<file path="config.mk">
export PLATFORM = sky130hd
export DESIGN_NAME = output_signature_reducer
export DESIGN_NICKNAME = d
export VERILOG_FILES = /design/src/rtl/output_signature_reducer_pkg.sv /design/src/rtl/output_signature_reducer_xor_fold_lane.sv /design/src/rtl/output_signature_reducer.sv
export SDC_FILE = /design/constraint.sdc
export NUM_CORES = 1
export LEC_CHECK = 0
export ABC_AREA = 1
export BUFFER_PORTS_ARGS = -buffer_cell sky130_fd_sc_hd__buf_4
export CAP_MARGIN = 20
export CORE_UTILIZATION = 55
export CTS_BUF_LIST = sky130_fd_sc_hd__clkbuf_4 sky130_fd_sc_hd__clkbuf_8
export DETAILED_ROUTE_END_ITERATION = 8
export PLACE_DENSITY = 0.93
export SETUP_SLACK_MARGIN = 0.5
export SLEW_MARGIN = 20
export SYNTH_ARGS = -nofsm -noshare
export SYNTH_HDL_FRONTEND = slang
export SYNTH_SLANG_ARGS = --single-unit
</file>
<file path="constraint.sdc">
create_clock -name ap_clk -period 3 [get_ports ap_clk]
set_input_delay 0.15 -clock ap_clk [delete_from_list [all_inputs] [get_ports ap_clk]]
set_output_delay 0.15 -clock ap_clk [all_outputs]
set_load 0.005 [all_outputs]
</file>
<file path="src/rtl/output_signature_reducer_pkg.sv">
// Shared definitions for the output capture block: FSM states, default MISR
// constants and a constant-evaluable ceiling log2.
package out_capture_pkg;

  typedef enum logic [1:0] {
    ST_IDLE   = 2'd0,
    ST_RUN    = 2'd1,
    ST_DRAIN  = 2'd2,
    ST_REPORT = 2'd3
  } cap_state_t;

  localparam logic [31:0] DEF_SIG_POLY = 32'h04C11DB7;
  localparam logic [31:0] DEF_SIG_SEED = 32'hFFFFFFFF;

  // Ceiling log2; clog2(1) = 0 so a single channel needs no tree levels.
  function automatic int clog2(input int n);
    int r;
    int v;
    r = 0;
    v = 1;
    while (v < n) begin
      v = v << 1;
      r = r + 1;
    end
    return r;
  endfunction

endpackage

</file>
<file path="src/rtl/output_signature_reducer_xor_fold_lane.sv">
// One kernel output channel: registers the write strobe and the XOR of all
// OUT_WIDTH-bit slices of the channel word.
module xor_fold_lane #(
  parameter int DIN_WIDTH = 32,
  parameter int OUT_WIDTH = 4
) (
  input  logic                 i_clk,
  input  logic                 i_rst,
  input  logic [DIN_WIDTH-1:0] i_din,
  input  logic                 i_write,
  output logic                 o_valid,
  output logic [OUT_WIDTH-1:0] o_fold
);

  localparam int SLICES = DIN_WIDTH / OUT_WIDTH;

  logic [OUT_WIDTH-1:0] w_fold;
  logic                 r_valid;
  logic [OUT_WIDTH-1:0] r_fold;

  // Fold the word down to pin width by XOR-ing every slice together.
  always_comb begin
    w_fold = '0;
    for (int s = 0; s < SLICES; s++) begin
      w_fold = w_fold ^ i_din[s*OUT_WIDTH +: OUT_WIDTH];
    end
  end

  // Stage 1 register: the fold runs every cycle, the valid marks real writes.
  always_ff @(posedge i_clk or posedge i_rst) begin
    if (i_rst) begin
      r_valid <= 1'b0;
      r_fold  <= '0;
    end else begin
      r_valid <= i_write;
      r_fold  <= w_fold;
    end
  end

  assign o_valid = r_valid;
  assign o_fold  = r_fold;

endmodule

</file>
<file path="src/rtl/output_signature_reducer.sv">
// Output capture stage: folds NUM_CH kernel output channels into an
// OUT_WIDTH-bit pin stream through a registered XOR tree, and frames each
// kernel run with a MISR signature, a write count and a count check.
module output_signature_reducer
  import out_capture_pkg::*;
#(
  parameter int                   NUM_CH         = 2,
  parameter int                   DIN_WIDTH      = 32,
  parameter int                   OUT_WIDTH      = 4,
  parameter int                   SIG_WIDTH      = 32,
  parameter logic [SIG_WIDTH-1:0] SIG_POLY       = SIG_WIDTH'(DEF_SIG_POLY),
  parameter logic [SIG_WIDTH-1:0] SIG_SEED       = SIG_WIDTH'(DEF_SIG_SEED),
  parameter int                   EXPECTED_WORDS = 4096
) (
  input  logic                        ap_clk,
  input  logic                        ap_rst,
  input  logic                        ap_start,
  input  logic                        ap_done,
  input  logic [NUM_CH*DIN_WIDTH-1:0] ch_din,
  input  logic [NUM_CH-1:0]           ch_write,
  output logic [OUT_WIDTH-1:0]        data_out,
  output logic                        data_valid,
  output logic [SIG_WIDTH-1:0]        signature,
  output logic [31:0]                 word_count,
  output logic                        sig_valid,
  output logic                        count_error
);

  localparam int LEVELS     = clog2(NUM_CH);
  localparam int DRAIN_LAST = LEVELS + 1;
  localparam int DCW        = clog2(LEVELS + 3);

  // Number of live nodes at a tree level; level 0 is the lane outputs.
  function automatic int nodes(input int l);
    return (NUM_CH + (1 << l) - 1) >> l;
  endfunction

  // Saturating word-count accumulate.
  function automatic logic [31:0] sat_add(input logic [31:0] a, input logic [31:0] b);
    logic [32:0] s;
    s = {1'b0, a} + {1'b0, b};
    return s[32] ? 32'hFFFFFFFF : s[31:0];
  endfunction

  // One MISR shift with the current pin beat folded in.
  function automatic logic [SIG_WIDTH-1:0] misr_step(input logic [SIG_WIDTH-1:0] s,
                                                     input logic [OUT_WIDTH-1:0] d);
    return {s[SIG_WIDTH-2:0], 1'b0} ^ (s[SIG_WIDTH-1] ? SIG_POLY : '0) ^ SIG_WIDTH'(d);
  endfunction

  logic [NUM_CH-1:0]    w_lane_v;
  logic [OUT_WIDTH-1:0] w_lane_d [NUM_CH];

  for (genvar g = 0; g < NUM_CH; g++) begin : g_lane
    xor_fold_lane #(
      .DIN_WIDTH (DIN_WIDTH),
      .OUT_WIDTH (OUT_WIDTH)
    ) u_lane (
      .i_clk   (ap_clk),
      .i_rst   (ap_rst),
      .i_din   (ch_din[g*DIN_WIDTH +: DIN_WIDTH]),
      .i_write (ch_write[g]),
      .o_valid (w_lane_v[g]),
      .o_fold  (w_lane_d[g])
    );
  end

  // Tree storage: entry l holds the registered output of level l (l >= 1);
  // entry 0 is unused because level 0 comes straight from the lanes.
  logic [NUM_CH-1:0]    r_tv [LEVELS+1];
  logic [OUT_WIDTH-1:0] r_td [LEVELS+1][NUM_CH];
  logic [NUM_CH-1:0]    w_sv [LEVELS+1];
  logic [OUT_WIDTH-1:0] w_sd [LEVELS+1][NUM_CH];

  // Gather every level's source values into one indexable view.
  always_comb begin
    w_sv[0] = w_lane_v;
    for (int j = 0; j < NUM_CH; j++) begin
      w_sd[0][j] = w_lane_d[j];
    end
    for (int l = 1; l <= LEVELS; l++) begin
      w_sv[l] = r_tv[l];
      for (int j = 0; j < NUM_CH; j++) begin
        w_sd[l][j] = r_td[l][j];
      end
    end
  end

  // Registered binary XOR tree; invalid children contribute zero.
  always_ff @(posedge ap_clk or posedge ap_rst) begin
    if (ap_rst) begin
      for (int l = 0; l <= LEVELS; l++) begin
        r_tv[l] <= '0;
        for (int j = 0; j < NUM_CH; j++) begin
          r_td[l][j] <= '0;
        end
      end
    end else begin
      r_tv[0] <= '0;
      for (int j = 0; j < NUM_CH; j++) begin
        r_td[0][j] <= '0;
      end
      for (int l = 1; l <= LEVELS; l++) begin
        for (int j = 0; j < NUM_CH; j++) begin
          if (2*j + 1 < nodes(l-1)) begin
            r_tv[l][j] <= w_sv[l-1][2*j] | w_sv[l-1][2*j+1];
            r_td[l][j] <= (w_sv[l-1][2*j]   ? w_sd[l-1][2*j]   : '0) ^
                          (w_sv[l-1][2*j+1] ? w_sd[l-1][2*j+1] : '0);
          end else if (2*j < nodes(l-1)) begin
            r_tv[l][j] <= w_sv[l-1][2*j];
            r_td[l][j] <= w_sv[l-1][2*j] ? w_sd[l-1][2*j] : '0;
          end else begin
            r_tv[l][j] <= 1'b0;
            r_td[l][j] <= '0;
          end
        end
      end
    end
  end

  logic                 w_root_v;
  logic [OUT_WIDTH-1:0] w_root_d;

  // Root of the tree: only node 0 is live at the top level, the rest are
  // constant zero, so reducing over all of them yields node 0's value.
  always_comb begin
    w_root_v = |w_sv[LEVELS];
    w_root_d = '0;
    for (int j = 0; j < NUM_CH; j++) begin
      if (w_sv[LEVELS][j]) begin
        w_root_d = w_root_d ^ w_sd[LEVELS][j];
      end
    end
  end

  logic                 r_data_valid;
  logic [OUT_WIDTH-1:0] r_data_out;

  // Final output register feeding the pins.
  always_ff @(posedge ap_clk or posedge ap_rst) begin
    if (ap_rst) begin
      r_data_valid <= 1'b0;
      r_data_out   <= '0;
    end else begin
      r_data_valid <= w_root_v;
      r_data_out   <= w_root_d;
    end
  end

  cap_state_t     r_state;
  cap_state_t     w_next;
  logic           w_report;
  logic [DCW-1:0] r_drain_cnt;

  // FSM state register.
  always_ff @(posedge ap_clk or posedge ap_rst) begin
    if (ap_rst) begin
      r_state <= ST_IDLE;
    end else begin
      r_state <= w_next;
    end
  end

  // Run framing: start -> run -> pipeline drain -> single-cycle report.
  always_comb begin
    w_next   = r_state;
    w_report = 1'b0;
    case (r_state)
      ST_IDLE:   if (ap_start) w_next = ST_RUN;
      ST_RUN:    if (ap_done) w_next = ST_DRAIN;
      ST_DRAIN:  if (r_drain_cnt == DCW'(DRAIN_LAST)) w_next = ST_REPORT;
      ST_REPORT: begin
        w_report = 1'b1;
        w_next   = ST_IDLE;
      end
      default:   w_next = ST_IDLE;
    endcase
  end

  logic [31:0] w_pop;

  // Number of channel writes presented this cycle.
  always_comb begin
    w_pop = '0;
    for (int i = 0; i < NUM_CH; i++) begin
      w_pop = w_pop + 32'(ch_write[i]);
    end
  end

  logic [SIG_WIDTH-1:0] r_sig;
  logic [31:0]          r_word_count;
  logic                 r_count_error;

  // Per-run signature, write count, drain timer and count check.
  always_ff @(posedge ap_clk or posedge ap_rst) begin
    if (ap_rst) begin
      r_sig         <= '0;
      r_word_count  <= '0;
      r_count_error <= 1'b0;
      r_drain_cnt   <= '0;
    end else begin
      case (r_state)
        ST_IDLE: begin
          if (ap_start) begin
            r_sig         <= SIG_SEED;
            r_word_count  <= '0;
            r_count_error <= 1'b0;
          end
        end
        ST_RUN, ST_DRAIN: begin
          r_word_count <= sat_add(r_word_count, w_pop);
          if (r_data_valid) begin
            r_sig <= misr_step(r_sig, r_data_out);
          end
          r_drain_cnt <= (r_state == ST_RUN) ? '0 : r_drain_cnt + 1'b1;
        end
        ST_REPORT: begin
          r_count_error <= (r_word_count != 32'(EXPECTED_WORDS));
        end
        default: ;
      endcase
    end
  end

  assign data_out    = r_data_out;
  assign data_valid  = r_data_valid;
  assign signature   = r_sig;
  assign word_count  = r_word_count;
  assign sig_valid   = w_report;
  assign count_error = r_count_error;

endmodule
</file>
After elaboration in Yosys (flattened, before gate mapping)
Cells that the tools add are included.

word-level totals
  register bits = 89
  input port bits = 70
  output and inout port bits = 71
  logic and storage cells = 69

cells by class
  $add $sub $neg = 3
  equality and inequality tests = 9
  multiplexer cells = 18
  bitwise operators = 18
  reduce and logical (&&, ||, !) cells = 8

operators by type and width
  operator                number
  $mux W32                4
  $pmux W32 S2            2
  $xor A4 B4 Y4           15
  $add A32 B2 Y33         1
  $ne A32 B13 Y1 const B  1
  $xor A32 B27 Y32        1
  $xor A32 B4 Y32         1
  $mux W27                1
  $mux W4                 3
  $mux W2                 4
  $ne A2 B2 Y1 const B    4
  $pmux W2 S4             1
  $eq A2 B2 Y1 const B    3
  $reduce_and A3 Y1       2
  $reduce_and A2 Y1       2
  $reduce_bool A2 Y1      2
  $add A1 B1 Y2           1
  $add A2 B1 Y2 const B   1
  $eq A2 B1 Y1 const B    1
  $logic_not A2 Y1        1
  $mux W1                 2
  $pmux W1 S2             1
  $reduce_or A2 Y1        1
  $or A1 B1 Y1            1

Longest topological paths before layout
  depth after elaboration = 7
  gate-level depth with buffers = 13

Hierarchy
A second synthesis with hierarchy kept.

unflattened totals
  cells, all modules = 816
  area, all modules = 5622.9 um^2

modules (own cells, without submodules)
  module                    times used  cells an instance  area an instance (um^2)  seq. area each (um^2)
  output_signature_reducer  1           580                4314.1                   1976.9
  xor_fold_lane             2           118                654.4                    125.1

Worst setup path after synthesis
No wires, ideal clock.

  path type = flip-flop to flip-flop
  start point = register r_word_count[0] (netlist: word_count[0])
  end point = register r_word_count[16] (netlist: word_count[16])
  setup time = 74 ps
  arrival time = 1962 ps
  setup slack = 964 ps
  stages on the path, launching flop included = 14
  path through = dfrtp_1 -> inv_1 -> fa_1 -> inv_1 -> ha_1 -> nand2_2 -> nor2_4 -> nand2_4 -> nor2_4 -> nand2_4 -> buf_6 -> nand3_1 -> nand2_1 -> o21ai_2

between the ends
  longest elaborated chain between the ends = 3

ends and longest elaborated chain
  item                      line                             source
  start: declaration        output_signature_reducer.sv:191  logic [31:0] r_word_count;
  start signal: assignment  output_signature_reducer.sv:211  r_word_count <= sat_add(r_word_count, w_pop);
  $add A32 B2 Y33           output_signature_reducer.sv:41   s = {1'b0, a} + {1'b0, b};
  $mux W32                  output_signature_reducer.sv:42   return s[32] ? 32'hFFFFFFFF : s[31:0];
  $pmux W32 S2              output_signature_reducer.sv:202  case (r_state)

Every way passes these cells.
A chain may end at the register's enable or synchronous reset.

Worst setup path in the final report
  start point = input ch_write[0]
  end point = register r_word_count[16] (netlist: word_count[16])

between the ends
  longest elaborated chain between the ends = 4

ends and longest elaborated chain
  item                line                             source
  start: declaration  output_signature_reducer.sv:20   input logic [NUM_CH-1:0] ch_write,
  $add A1 B1 Y2       output_signature_reducer.sv:186  w_pop = w_pop + 32'(ch_write[i]);
  $add A32 B2 Y33     output_signature_reducer.sv:41
  $mux W32            output_signature_reducer.sv:42
  $pmux W32 S2        output_signature_reducer.sv:202

Every way passes these cells.

==> metrics.cfg <==
[sta]
post-route-min-period_ns=2.421
fin_setup_tns_ns=0
tightest_slew_ns=0.6606
skew_ns=0.01411
finalHoldViolCount=0
relSlewSlack_pct=55.91
worst_slack_ns=0.5792
rsz0062_at_grt=false
slew_viol_final=0
post-route-period-util_pct=80.69
setup_viol=0
fmax_mhz=413.1
hold_ws_ns=0.1093

[critical_path]
critPathLaunch=ch_write[0]
r2r-start=word_count[0]$_DFFE_PP0P_
crit_type=input port to register
critPathMaxFanout=15
end_kind=register
required_ns=3.29
cp-start-kind=input port
cp.arrival_ns=2.71
ff2ff_setup_slack_ns=0.66

[placed_design]
hpwlAfterDp_mm=10.12
placed_cell_area_um2=6596
port_buffers=140
dp_slack_ns=0.7043
routabilityCongestion=0.9318

[status]
outcome=complete, no violations

[clock_tree]
numCtsBuffers=9
worstSkewPairLatency_ns=0.36
cts_tree=yes
clkTransAtPathRegs_ns=0.09
cts_buffer_depth=2
htreeDepth=3
root_buffer=clkbuf_8
clkSinkCount=89

[synth]
synthCells=745
synth_nets=822
syn_area_um2=5419
yosysWarnings=0
syn_avg_cell_area_um2=7.274
ys_types=32
ys_ff_latch=89
seq_area_frac_synth_pct=41.10

[routing]
wl_per_cell_um=13.35
drt_iter0_drc=418
ant_nets=0
drcViolationCount=0
dr.pass1.iters=6
vias=5367
wirelength_mm=13.74
vias_per_cell=5.216

[global_route]
grt_usage_pct=26.89
grt_max_degree=41
grt_pass1_wl_mm=21.67
grt_pass1_vias=4862
antenna_found_initial=0
overflow=0

[floorplanning]
chipHeight_um=101.3
start_util_pct=57.82
die_w_um=101.3
die_area_um2=10250
core_um2=9371
ios=141
fp-row-count=35

[cells_and_area]
final_common_cell=nand2_1
drive_above_1_share_pct=22.78
fin_nets=972
insertedDiodeCount=0
areaGrowthSynthToFinish_pct=27.11
nFillCells=727
final_area_um2=6888
final_core_util_pct=73.50
final_cell_mix=262 x nand2_1, 149 x buf_4, 106 x inv_1, 89 x dfrtp_1, 57 x nor2_1

[hold_path]
hold_class=input port to register
min_from=ap_start

[power]
p_per_area_nw_per_um2=698.2
total_leakage_power_uw=0.003595
worst_ir_drop_vdd_v=0.0006740

[run]
maxCapViolCount=0

worst paths after layout:
kind | endpoint | cells past startpoint
worst max-delay path | word_count[16]$_DFFE_PP0P_ | 15
worst min-delay path | count_error$_DFFE_PP0P_ | 4
worst max register to register | word_count[16]$_DFFE_PP0P_ | 13
worst min register to register | data_out[0]$_DFF_PP0_ | 2
max in group asynchronous | word_count[3]$_DFFE_PP0P_ | 4
min in group asynchronous | signature[23]$_DFFE_PP0P_ | 3
Yosys cell counts (all sizes together):
library cell,count,area (um^2)
xor2,22,192.7
nor2,67,291.5
o221ai,1,8.760
a31oi,1,6.260
ha,6,75.07
a22oi,19,142.6
buf,8,65.06
nor3,4,20.02
nand3,49,245.2
dfrtp,89,2227
clkbuf,8,30.03
a32oi,11,96.34
o21ai,27,150.1
o31ai,1,7.510
fa,1,20.02
nand2,267,1025
nor4,2,12.51
a21oi,4,20.02
or2,10,62.56
inv,111,416.7
nor3b,1,12.51
xnor2,21,183.9
nand3b,11,82.58
nand4,4,25.02
flip-flops by register name, indices dropped and copies added, names as in the netlist:
signal and cells:
data_out 4, r_td 4, signature 32, data_valid 1
word_count 32, r_tv 1, count_error 1, g_lane.u_lane.o_valid 2
g_lane.u_lane.o_fold 8, r_state 2, r_drain_cnt 2
power by group:
| part | leakage [uW] | total [uW] | internal (uW) | switching [uW] |
|---|---|---|---|---|
| Combinational | 0.00243 | 2240 | 908 | 1330 |
| Clock | 0.0000986 | 804 | 325 | 479 |
| Sequential | 0.00107 | 1760 | 1530 | 239 |
kinds of logic (layout without fill, tap and decap cells):
logic type | after synthesis | in the layout | synth area share (%)
compound gates | 64 | 64 | 7.966
buf+inv | 127 | 280 | 9.444
xor+xnor | 43 | 43 | 6.950
fa+ha+maj | 7 | 7 | 1.755
simple gates | 415 | 417 | 32.79
flops | 89 | 89 | 41.10
cell type report:
type | count | area (um^2) | area share, %
Clock inverter | 7 | 66.31 | 0.9628
Sequential cell | 89 | 2227 | 32.33
Tap cell | 129 | 161.4 | 2.343
Inverter | 111 | 417.9 | 6.067
Clock buffer | 9 | 123.9 | 1.798
Timing Repair Buffer | 153 | 1169 | 16.97
Multi-Input combinational cell | 531 | 2723 | 39.53
worst max-delay path, cell delays in order:
cell and delay [ns]:
dlygate4sd3_1 0.53, buf_4 0.12, inv_1 0.06, fa_1 0.47
inv_2 0.11, ha_2 0.21, nand2_2 0.10, nor2_4 0.20
nand2_4 0.09, nor2_4 0.14, buf_12 0.13, nand2_4 0.13
nand3_1 0.13, nand2_1 0.07, o21ai_2 0.07
through the flow:
stage	power (uW)	std cells
CTS	4817	1024
floorplan	3140	745
global route	5169	1029
finish	4809	1029
detailed placement	4009	1005
global placement	3916	1005
what timing repair did:
item / 4_1_cts / 5_1_grt
buffers inserted: 0 / 3
gates resized for setup: 0 / 4
endpoints found under the hold margin: 40 / 0
hold buffers: 3 / 0
setup endpoints to repair: 0 / 30
layer usage:
| layer | global-route usage, % | share of wire [%] | vias to the layer above |
|---|---|---|---|
| li1 | - | - | 2624 |
| met1 | 34.58 | 40 | 2439 |
| met2 | 45.89 | 50 | 280 |
| met3 | 3.865 | 9.0 | 24 |
| met4 | 10.59 | 1.4 | 0 |
| met5 | 0 | 0 | - |
Power figures use the tool's default switching activity.
